File: src/rtl/scan_capture_if.sv
// Row-beat output stream of scan_capture: one captured frame row per valid/ready handshake.
interface scan_capture_if #(
    parameter int unsigned WIDTH   = 8,
    parameter int unsigned REGBITS = 3
);
    logic               out_valid;
    logic               out_ready;
    logic [REGBITS-1:0] out_addr;
    logic [WIDTH-1:0]   out_data;

    modport master (output out_valid, output out_addr, output out_data, input out_ready);
    modport slave  (input out_valid, input out_addr, input out_data, output out_ready);
endinterface

File: src/rtl/scan_capture.sv
// Rebuilds the Game-of-Life frame from the deglitched LED row/col scan and streams it out row by row.
// Optional macro SCAN_ORDER_CHECK_EN: captures must arrive in ascending row order starting at row 0.
module scan_capture #(
    parameter int unsigned WIDTH   = 8,
    parameter int unsigned REGBITS = 3,
    parameter int unsigned STABLE  = 2
) (
    input  logic             ph1,
    input  logic             reset_n,
    input  logic [WIDTH-1:0] row,
    input  logic [WIDTH-1:0] col,
    scan_capture_if.master   stream,
    output logic             frame_done,
    output logic [7:0]       frame_cnt,
    output logic             overflow,
    output logic             scan_err
);
    localparam int unsigned        CW   = 4;
    localparam logic [REGBITS-1:0] LAST = REGBITS'(WIDTH - 1);

    typedef enum logic {IDLE, SEND} state_t;
    state_t state, state_nx;

    logic [WIDTH-1:0]   s_row, s_col, seen, seen_nx, data_nx;
    logic [CW-1:0]      cnt, cnt_nx;
    logic               captured, captured_nx;
    logic [WIDTH-1:0]   cbuf [WIDTH];
    logic [WIDTH-1:0]   obuf [WIDTH];
    logic [REGBITS-1:0] ptr, ptr_nx, idx, addr_nx;
    logic               same_c, onehot_c, bad_c, cap_c, wr_c, order_err_c;
    logic               complete_c, xfer_c, free_c, load_c;

`ifdef SCAN_ORDER_CHECK_EN
    logic [REGBITS-1:0] exp_idx, exp_nx;
`endif

    // Scan classification, stability counting and single-shot capture decision
    always_comb begin
        same_c   = (row == s_row) && (col == s_col);
        onehot_c = (row != '0) && ((row & (row - WIDTH'(1))) == '0);
        bad_c    = (row != '0) && !onehot_c;
        idx      = '0;
        for (int i = 0; i < int'(WIDTH); i++) begin
            if (row[i]) idx = REGBITS'(i);
        end
        if (bad_c)                   cnt_nx = '0;
        else if (!same_c)            cnt_nx = CW'(1);
        else if (cnt < CW'(STABLE))  cnt_nx = cnt + CW'(1);
        else                         cnt_nx = cnt;
        cap_c       = onehot_c && (cnt_nx == CW'(STABLE)) && !(same_c && captured);
        captured_nx = (row != '0) && ((same_c && captured) || cap_c);
    end

    // Frame assembly: completion hand-off and seen-mask update
    always_comb begin
        complete_c  = &seen;
        xfer_c      = stream.out_valid && stream.out_ready;
        free_c      = (state == IDLE) || (xfer_c && (ptr == LAST));
        load_c      = complete_c && free_c;
        seen_nx     = complete_c ? '0 : seen;
        wr_c        = 1'b0;
        order_err_c = 1'b0;
`ifdef SCAN_ORDER_CHECK_EN
        exp_nx = exp_idx;
        if (cap_c) begin
            if (idx == exp_idx) begin
                seen_nx = seen_nx | (WIDTH'(1) << idx);
                exp_nx  = idx + REGBITS'(1);
                wr_c    = 1'b1;
            end else begin
                order_err_c = 1'b1;
                // An out-of-order row 0 still starts the next frame
                if (idx == '0) begin
                    seen_nx = WIDTH'(1);
                    exp_nx  = REGBITS'(1);
                    wr_c    = 1'b1;
                end else begin
                    seen_nx = '0;
                    exp_nx  = '0;
                end
            end
        end
`else
        if (cap_c) begin
            seen_nx = seen_nx | (WIDTH'(1) << idx);
            wr_c    = 1'b1;
        end
`endif
    end

    // Output FSM next state
    always_comb begin
        state_nx = state;
        ptr_nx   = ptr;
        if ((state == SEND) && xfer_c) begin
            if (ptr == LAST) state_nx = IDLE;
            else             ptr_nx   = ptr + REGBITS'(1);
        end
        if (load_c) begin
            state_nx = SEND;
            ptr_nx   = '0;
        end
        addr_nx = '0;
        data_nx = '0;
        if (state_nx == SEND) begin
            addr_nx = ptr_nx;
            data_nx = load_c ? cbuf[ptr_nx] : obuf[ptr_nx];
        end
    end

    always_ff @(posedge ph1 or negedge reset_n) begin
        if (!reset_n) begin
            state <= IDLE;
            ptr   <= '0;
        end else begin
            state <= state_nx;
            ptr   <= ptr_nx;
        end
    end

    always_ff @(posedge ph1 or negedge reset_n) begin
        if (!reset_n) begin
            s_row            <= '0;
            s_col            <= '0;
            cnt              <= '0;
            captured         <= 1'b0;
            seen             <= '0;
            frame_done       <= 1'b0;
            frame_cnt        <= 8'h00;
            overflow         <= 1'b0;
            scan_err         <= 1'b0;
            stream.out_valid <= 1'b0;
            stream.out_addr  <= '0;
            stream.out_data  <= '0;
            for (int i = 0; i < int'(WIDTH); i++) begin
                cbuf[i] <= '0;
                obuf[i] <= '0;
            end
        end else begin
            s_row    <= row;
            s_col    <= col;
            cnt      <= cnt_nx;
            captured <= captured_nx;
            seen     <= seen_nx;
            if (wr_c) cbuf[idx] <= col;
            if (load_c) begin
                for (int i = 0; i < int'(WIDTH); i++) obuf[i] <= cbuf[i];
                frame_cnt <= frame_cnt + 8'd1;
            end
            frame_done       <= load_c;
            overflow         <= complete_c && !free_c;
            scan_err         <= (bad_c && (row != s_row)) || order_err_c;
            stream.out_valid <= (state_nx == SEND);
            stream.out_addr  <= addr_nx;
            stream.out_data  <= data_nx;
        end
    end

`ifdef SCAN_ORDER_CHECK_EN
    always_ff @(posedge ph1 or negedge reset_n) begin
        if (!reset_n) exp_idx <= '0;
        else          exp_idx <= exp_nx;
    end
`endif
endmodule

File: src/flat_wrapper.sv
// flat-port wrapper written by rule: the top's interface ports become plain ports
module scan_capture_flat 
#(
    parameter int unsigned WIDTH   = 8,
    parameter int unsigned REGBITS = 3,
    parameter int unsigned STABLE  = 2
)
  (ph1, reset_n, row, col, frame_done, frame_cnt, overflow, scan_err, stream_out_valid, stream_out_addr, stream_out_data, stream_out_ready);
  scan_capture_if #(.WIDTH(WIDTH), .REGBITS(REGBITS)) stream_i ();
  input  logic ph1;
  input  logic reset_n;
  input  logic [WIDTH-1:0] row;
  input  logic [WIDTH-1:0] col;
  output logic frame_done;
  output logic [7:0] frame_cnt;
  output logic overflow;
  output logic scan_err;
  output wire logic [$bits(stream_i.out_valid)-1:0] stream_out_valid;
  output wire logic [$bits(stream_i.out_addr)-1:0] stream_out_addr;
  output wire logic [$bits(stream_i.out_data)-1:0] stream_out_data;
  input wire logic [$bits(stream_i.out_ready)-1:0] stream_out_ready;
  assign stream_out_valid = stream_i.out_valid;
  assign stream_out_addr = stream_i.out_addr;
  assign stream_out_data = stream_i.out_data;
  assign stream_i.out_ready = stream_out_ready;
  scan_capture #(.WIDTH(WIDTH), .REGBITS(REGBITS), .STABLE(STABLE)) u_core (.ph1(ph1), .reset_n(reset_n), .row(row), .col(col), .stream(stream_i), .frame_done(frame_done), .frame_cnt(frame_cnt), .overflow(overflow), .scan_err(scan_err));
endmodule
File: config.mk
export PLATFORM = sky130hd
export DESIGN_NAME = scan_capture_flat
export DESIGN_NICKNAME = d
export VERILOG_FILES = /design/src/rtl/scan_capture_if.sv /design/src/rtl/scan_capture.sv /design/src/flat_wrapper.sv
export SDC_FILE = /design/constraint.sdc
export NUM_CORES = 1
export LEC_CHECK = 0
export ABC_CLOCK_PERIOD_IN_PS = 3050
export BUFFER_PORTS_ARGS = -buffer_cell sky130_fd_sc_hd__clkbuf_2
export CAP_MARGIN = 20
export CORE_ASPECT_RATIO = 0.8
export CORE_MARGIN = 2
export CORE_UTILIZATION = 50
export CTS_CLUSTER_SIZE = 16
export DETAILED_ROUTE_END_ITERATION = 8
export PLACE_DENSITY = 0.76
export SYNTH_ARGS = -nofsm -noshare
export SYNTH_HDL_FRONTEND = slang
export SYNTH_SLANG_ARGS = --single-unit
File: constraint.sdc
create_clock -name ph1 -period 3.05 [get_ports ph1]
set_input_delay 0.305 -clock ph1 [delete_from_list [all_inputs] [get_ports ph1]]
set_output_delay 0.305 -clock ph1 [all_outputs]
set_load 0.005 [all_outputs]
# After elaboration in Yosys (flattened, before gate mapping)

Index checks and enable logic that the tools add are counted.
W data, S select, Z words.

Register bits after elaboration: 183
Input bits: 19

Reductions and logical operators: 22
$add $sub $neg: 4
$lt $le $gt $ge: 4
Equal/unequal tests: 5
Muxes and demuxes: 31
Bitwise gates (word level): 5
Shift-type cells: 1

Operator list:

| kind                  | count |
|---|---|
| $mux W8               | 9 |
| $bwmux W64            | 1 |
| $bmux W8 S3           | 2 |
| $mux W3               | 10 |
| $demux W8 S3          | 1 |
| $eq A8 B8 Y1          | 2 |
| $logic_and A1 B1 Y1   | 14 |
| $mux W4               | 3 |
| $add A8 B1 Y8 const B | 1 |
| $and A8 B8 Y8         | 1 |
| $ge A4 B4 Y1 const B  | 2 |
| $logic_not A8 Y1      | 1 |
| $ne A8 B8 Y1          | 1 |
| $not A3 Y4            | 2 |
| $or A8 B8 Y8          | 1 |
| $reduce_and A8 Y1     | 1 |
| $reduce_bool A8 Y1    | 1 |
| $shl A1 B3 Y8 const A | 1 |
| $sub A8 B1 Y8 const B | 1 |
| $mux W1               | 5 |
| $add A4 B1 Y4 const B | 1 |
| $eq A4 B2 Y1 const B  | 1 |
| $lt A4 B1 Y1 const B  | 1 |
| $lt A4 B2 Y1 const B  | 1 |
| 5 further kinds       | 8 |

# Longest topological paths before layout

Depth after elaboration: 13
Depth in mapped cells: 10
Mapped depth without buffers: 9

# Least setup slack after synthesis

Ideal clock, no wire load.

Path kind: register to register
From: register u_core.ptr[0]
To: register u_core.stream.out_data[4]
Clock period less this slack: 2573 ps
Arrival time: 2450 ps
Slack: 477 ps
Cell stages (with the launch flop): 9
Cells stage by stage: dfrtp_1 -> ha_1 -> and2_0 -> or3_1 -> a21oi_1 -> buf_2 -> mux2i_1 -> o221ai_1 -> a211o_1

Word-level cells in the longest chain between the ends: 11
Elaborated cells between the ends (all ways): 20

RTL lines:

| what                                                                  | RTL line              | text |
|---|---|---|
| start: declaration                                                    | scan_capture.sv:29    | `logic [REGBITS-1:0] ptr, ptr_nx, idx, addr_nx;` |
| start signal: assignment                                              | scan_capture.sv:117   | `ptr <= ptr_nx;` |
| parallel branches: the longest is 4 deep, another holds $add A3 B1 Y3 | n/a                   |  |
| $mux W3 *                                                             | scan_capture.sv:99    | `if (load_c) begin` |
| net u_core.ptr_nx[0]                                                  | scan_capture.sv:29    |  |
| $not A3 Y4 (not written as such) *                                    | scan_capture.sv:107   | `data_nx = load_c ? cbuf[ptr_nx] : obuf[ptr_nx];` |
| $bmux W8 S3                                                           | scan_capture.sv:107   |  |
| $mux W8 (not written as such) (2 in series)                           | scan_capture.sv:107   |  |
| $mux W8 *                                                             | scan_capture.sv:107   |  |
| $mux W8 *                                                             | scan_capture.sv:105   | `if (state_nx == SEND) begin` |
| net u_core.data_nx[4]                                                 | scan_capture.sv:24    | `logic [WIDTH-1:0] s_row, s_col, seen, seen_nx, data_nx;` |
| end signal: assignment                                                | scan_capture.sv:155   | `stream.out_data <= data_nx;` |
| end: declaration                                                      | scan_capture_if.sv:11 | `modport master (output out_valid, output out_addr, output out_data, input out_ready);` |

Mark *: on every way through the listed nets, which the timed path passes. The select of a mux whose other input is x is not followed.
A chain may end at the register's enable or synchronous reset.

# Worst setup path in the final report

From: register u_core.cnt[1]
To: register u_core.cbuf[47] (netlist bit)

Word-level cells in the longest chain between the ends: 8
Elaborated cells between the ends (all ways): 9

RTL lines:

| what                                                 | RTL line            | text |
|---|---|---|
| start: declaration                                   | scan_capture.sv:25  | `logic [CW-1:0] cnt, cnt_nx;` |
| start signal: assignment                             | scan_capture.sv:142 | `cnt <= cnt_nx;` |
| $add A4 B1 Y4 / $lt A4 B2 Y1 (equally long branches) | scan_capture.sv:48  | `else if (cnt < CW'(STABLE)) cnt_nx = cnt + CW'(1);` |
| $mux W4 *                                            | scan_capture.sv:48  |  |
| $mux W4 *                                            | scan_capture.sv:47  | `else if (!same_c) cnt_nx = CW'(1);` |
| $mux W4 *                                            | scan_capture.sv:46  | `if (bad_c) cnt_nx = '0;` |
| $eq A4 B2 Y1 *                                       | scan_capture.sv:50  | `cap_c = onehot_c && (cnt_nx == CW'(STABLE)) && !(same_c && captured);` |
| $logic_and A1 B1 Y1 * (2 in series)                  | scan_capture.sv:50  |  |
| $mux W1 *                                            | scan_capture.sv:84  | `if (cap_c) begin` |
| end signal: indexed assignment                       | scan_capture.sv:145 | `if (wr_c) cbuf[idx] <= col;` |
| end: declaration                                     | scan_capture.sv:27  | `logic [WIDTH-1:0] cbuf [WIDTH];` |

Mark *: on every way between the ends. The rest lies on a longest branch, timed or not.

==> results.cfg <==
[status]
status = completed

[die]
die_height_um = 116.3
dieArea_um2 = 16780
initial_utilization_pct = 50.50
ios = 42
fp-row-count = 41
core_area_um2 = 15600
fp.dieW_um = 144.3

[routing]
wl_per_cell_um = 17.01
drt-initial-drc-count = 408
drtPass1Iterations = 6
via_per_inst = 5.383
vias = 5302
ant_nets = 0
wl_um = 16750
drcViolationCount = 0

[placement]
dpl-instance-area_um2 = 8354
dpl.hpwl_um = 10850
place_inst = 953
gp_congestion = 0.8311
dp_slack_ps = 372.7
io_buffers = 41

[clock_network]
worstSkewPairLatency_ps = 430
clk_pin_slew_ps = 70
cts_made_buffers = 17
clkSinkCount = 183
cts_tree = built
clockBufferDepth = 2
cts_htree_levels = 4
post-cts-setup-buffers = 0
clk_root_buffer_cell = clkbuf_16

[power_and_ir_drop]
ir_worst_vdd_mv = 0.4639
p_leak_nw = 4.607
powerDensity_nw_per_um2 = 621.8

[timing]
finalMaxSlewViolations = 0
setup_viol = 0
min_period_ps = 2634
hold_viol = 0
max-slew-margin-rel_pct = 53.60
fmax_ghz = 0.3797
setup_ws_ps = 416.4
rsz0062_at_grt = no
timing.final.crit_share_pct = 86.35
tightest_slew_ps = 696.0
whs_ps = 58.33
clock-skew-final_ps = 8.344
timing.setup.tns_ps = 0

[layout]
n_fill_cell = 1309
fin_cells = 985
nets = 780
layout_commonest_cell = nand2_1
antenna_cells = 0
finalInstanceArea_um2 = 8927
final-seq-area_um2 = 4579
multi_input_area_um2 = 3117
final_cell_mix = nand2_1 (228), dfrtp_1 (183), mux2_2 (72), clkbuf_2 (40), mux2i_1 (21)
drive_gt1_share_pct = 22.47
area_delta_synth_final_pct = 13.36

[worst_setup_path]
path_class = register to register
critPathCaptureType = register
cp_num_buf_inv = 0
cp_data_required_time_ps = 3370
reg2reg_setup_slack_ps = 420
path_cells = ha_1 -> nor4bb_1 -> o21a_1 -> nand4b_1 -> nor3_2 -> nand4b_2 -> mux2_2
max_stage_delay_ps = 510
arrival_ps = 2950
worstPathMaxFanout = 9
cp_top_family = simple AND/OR/NAND/NOR gates
cp_slowest_cell = nand4b_2
start_kind = register

[yosys]
yosysTopAreaCell = dfrtp_1
ys_top_cells_by_area = dfrtp_1 (58%), nand2_1 (11%), mux2_2 (10%)
synthCells = 723
ys_ff_latch = 183
syn_area_um2 = 7875
synth_nets = 745
yosys_most_used_dff = dfrtp_1
synth-edff-count = 0
seq_area_frac_synth_pct = 58.15
synth.top_cell.area_share_pct = 58.15
yosys_warnings = 0
async_flop_share_pct = 100.0
synth.avg_cell_area_um2 = 10.89
synth_cell_types = 60

[grt]
grt_overflow = 0
grtUsageTotal_pct = 22.01
grt_max_degree = 77
grt_pass1_wl_um = 27810
antenna_found_initial = 0
grt_pass1_vias = 5388

[flow_run]
maxCapViolations = 0

[worst_hold_path]
holdCritPathClass = primary input to register
[cell type report]
class                      instances  share of cell area [%]
clock buffer                      23                   5.578
clock inverter                     8                  0.7288
inverter                           6                  0.2523
multi-input combinational        494                   34.91
sequential                       183                   51.30
tap                              215                   3.013
timing repair buffer              56                   4.219
[worst register-to-register path: cells and delay by family (launching register included)]
kind            cells  cell delay (ps)
flops               1              430
compound gates      1              220
fa+ha+maj           1              300
mux                 1              460
simple gates        4             1110
[through the flow]
step           util, %  power [W]
2_1_floorplan        -   0.003183
3_3_place_gp     53.57   0.003515
3_5_place_dp     53.57   0.003525
4_1_cts          57.24   0.005576
5_1_grt          57.24   0.005803
6_report         57.24   0.005551
[synthesized netlist by cell type (2+ instances only)]
| master | number |
|---|---|
| nand2_1 | 229 |
| dfrtp_1 | 183 |
| mux2_2 | 72 |
| clkbuf_1 | 26 |
| mux2i_1 | 21 |
| nor2_1 | 20 |
| xor2_1 | 18 |
| nand4_1 | 13 |
| nand3_1 | 10 |
| a21oi_1 | 8 |
| o21ai_0 | 8 |
| buf_1 | 7 |
| buf_2 | 7 |
| o221ai_1 | 7 |
| nor3_1 | 6 |
| xnor2_1 | 6 |
| inv_1 | 5 |
| nor4_1 | 5 |
| o22ai_1 | 5 |
| a31oi_1 | 4 |
| a211o_1 | 3 |
| a22o_1 | 3 |
| ha_1 | 3 |
| o21ai_1 | 3 |
| a21o_1 | 2 |
| a221oi_1 | 2 |
| and2_0 | 2 |
| and2_1 | 2 |
| and3_1 | 2 |
| mux2_1 | 2 |
| nand3_2 | 2 |
| nand3b_1 | 2 |
| nor2b_1 | 2 |
| nor4_2 | 2 |
| nor4_4 | 2 |
| o211ai_1 | 2 |
| o21a_1 | 2 |
| o311ai_0 | 2 |
| o31ai_1 | 2 |
[layer usage]
metal	vias to the layer above	track usage [%]	routed length, um
li1	2536	-	-
met1	2624	31.75	8060
met2	127	32.80	7498
met3	15	5.453	1013
met4	0	7.702	180
met5	-	0	0
[cells by family after synthesis]
logic type               count (synthesis)  share of synthesized area, %
AND/OR/NAND/NOR                        312                         17.81
flip-flops                             183                         58.15
multiplexers                            95                         13.25
AO/OA/AOI/OAI                           60                         5.339
buffers and inverters                   46                         2.304
XOR/XNOR                                24                         2.669
adder cells (fa/ha/maj)                  3                        0.4767
[where the power goes]
group          total [W]  internal, W  switching [W]
Sequential       0.00253      0.00249      0.0000436
Clock            0.00206      0.00116       0.000909
Combinational   0.000953     0.000364       0.000589
[worst paths after layout]
check	startpoint	endpoint	cells after the start
worst max-delay path	u_core.cnt[1]$_DFF_PN0_	u_core.cbuf[47]$_DFFE_PN0P_	7
worst min-delay path	row[0]	u_core.s_row[0]$_DFF_PN0_	1
worst max register to register	u_core.cnt[1]$_DFF_PN0_	u_core.cbuf[47]$_DFFE_PN0P_	7
worst min register to register	u_core.cbuf[47]$_DFFE_PN0P_	u_core.obuf[47]$_DFFE_PN0P_	2
max in group asynchronous	reset_n	u_core.obuf[38]$_DFFE_PN0P_	3
min in group asynchronous	reset_n	u_core.obuf[3]$_DFFE_PN0P_	2
[registers in the layout (all words and copies together), names as in the netlist]
register / cells
u_core.cbuf: 64
u_core.obuf: 64
u_core.frame_done: 1
u_core.scan_err: 1
u_core.frame_cnt: 8
u_core.s_row: 8
u_core.ptr: 3
u_core.stream.out_data: 8
u_core.state: 1
u_core.cnt: 4
u_core.stream.out_addr: 3
u_core.captured: 1
u_core.s_col: 8
u_core.seen: 8
u_core.overflow: 1
[repair_timing]
action,4_1_cts,5_1_grt
setup endpoints to repair,0,0
gates resized for setup,0,0
endpoints found under the hold margin,68,0
hold buffers,1,0
No activity file was read; power rests on OpenSTA's default activity.
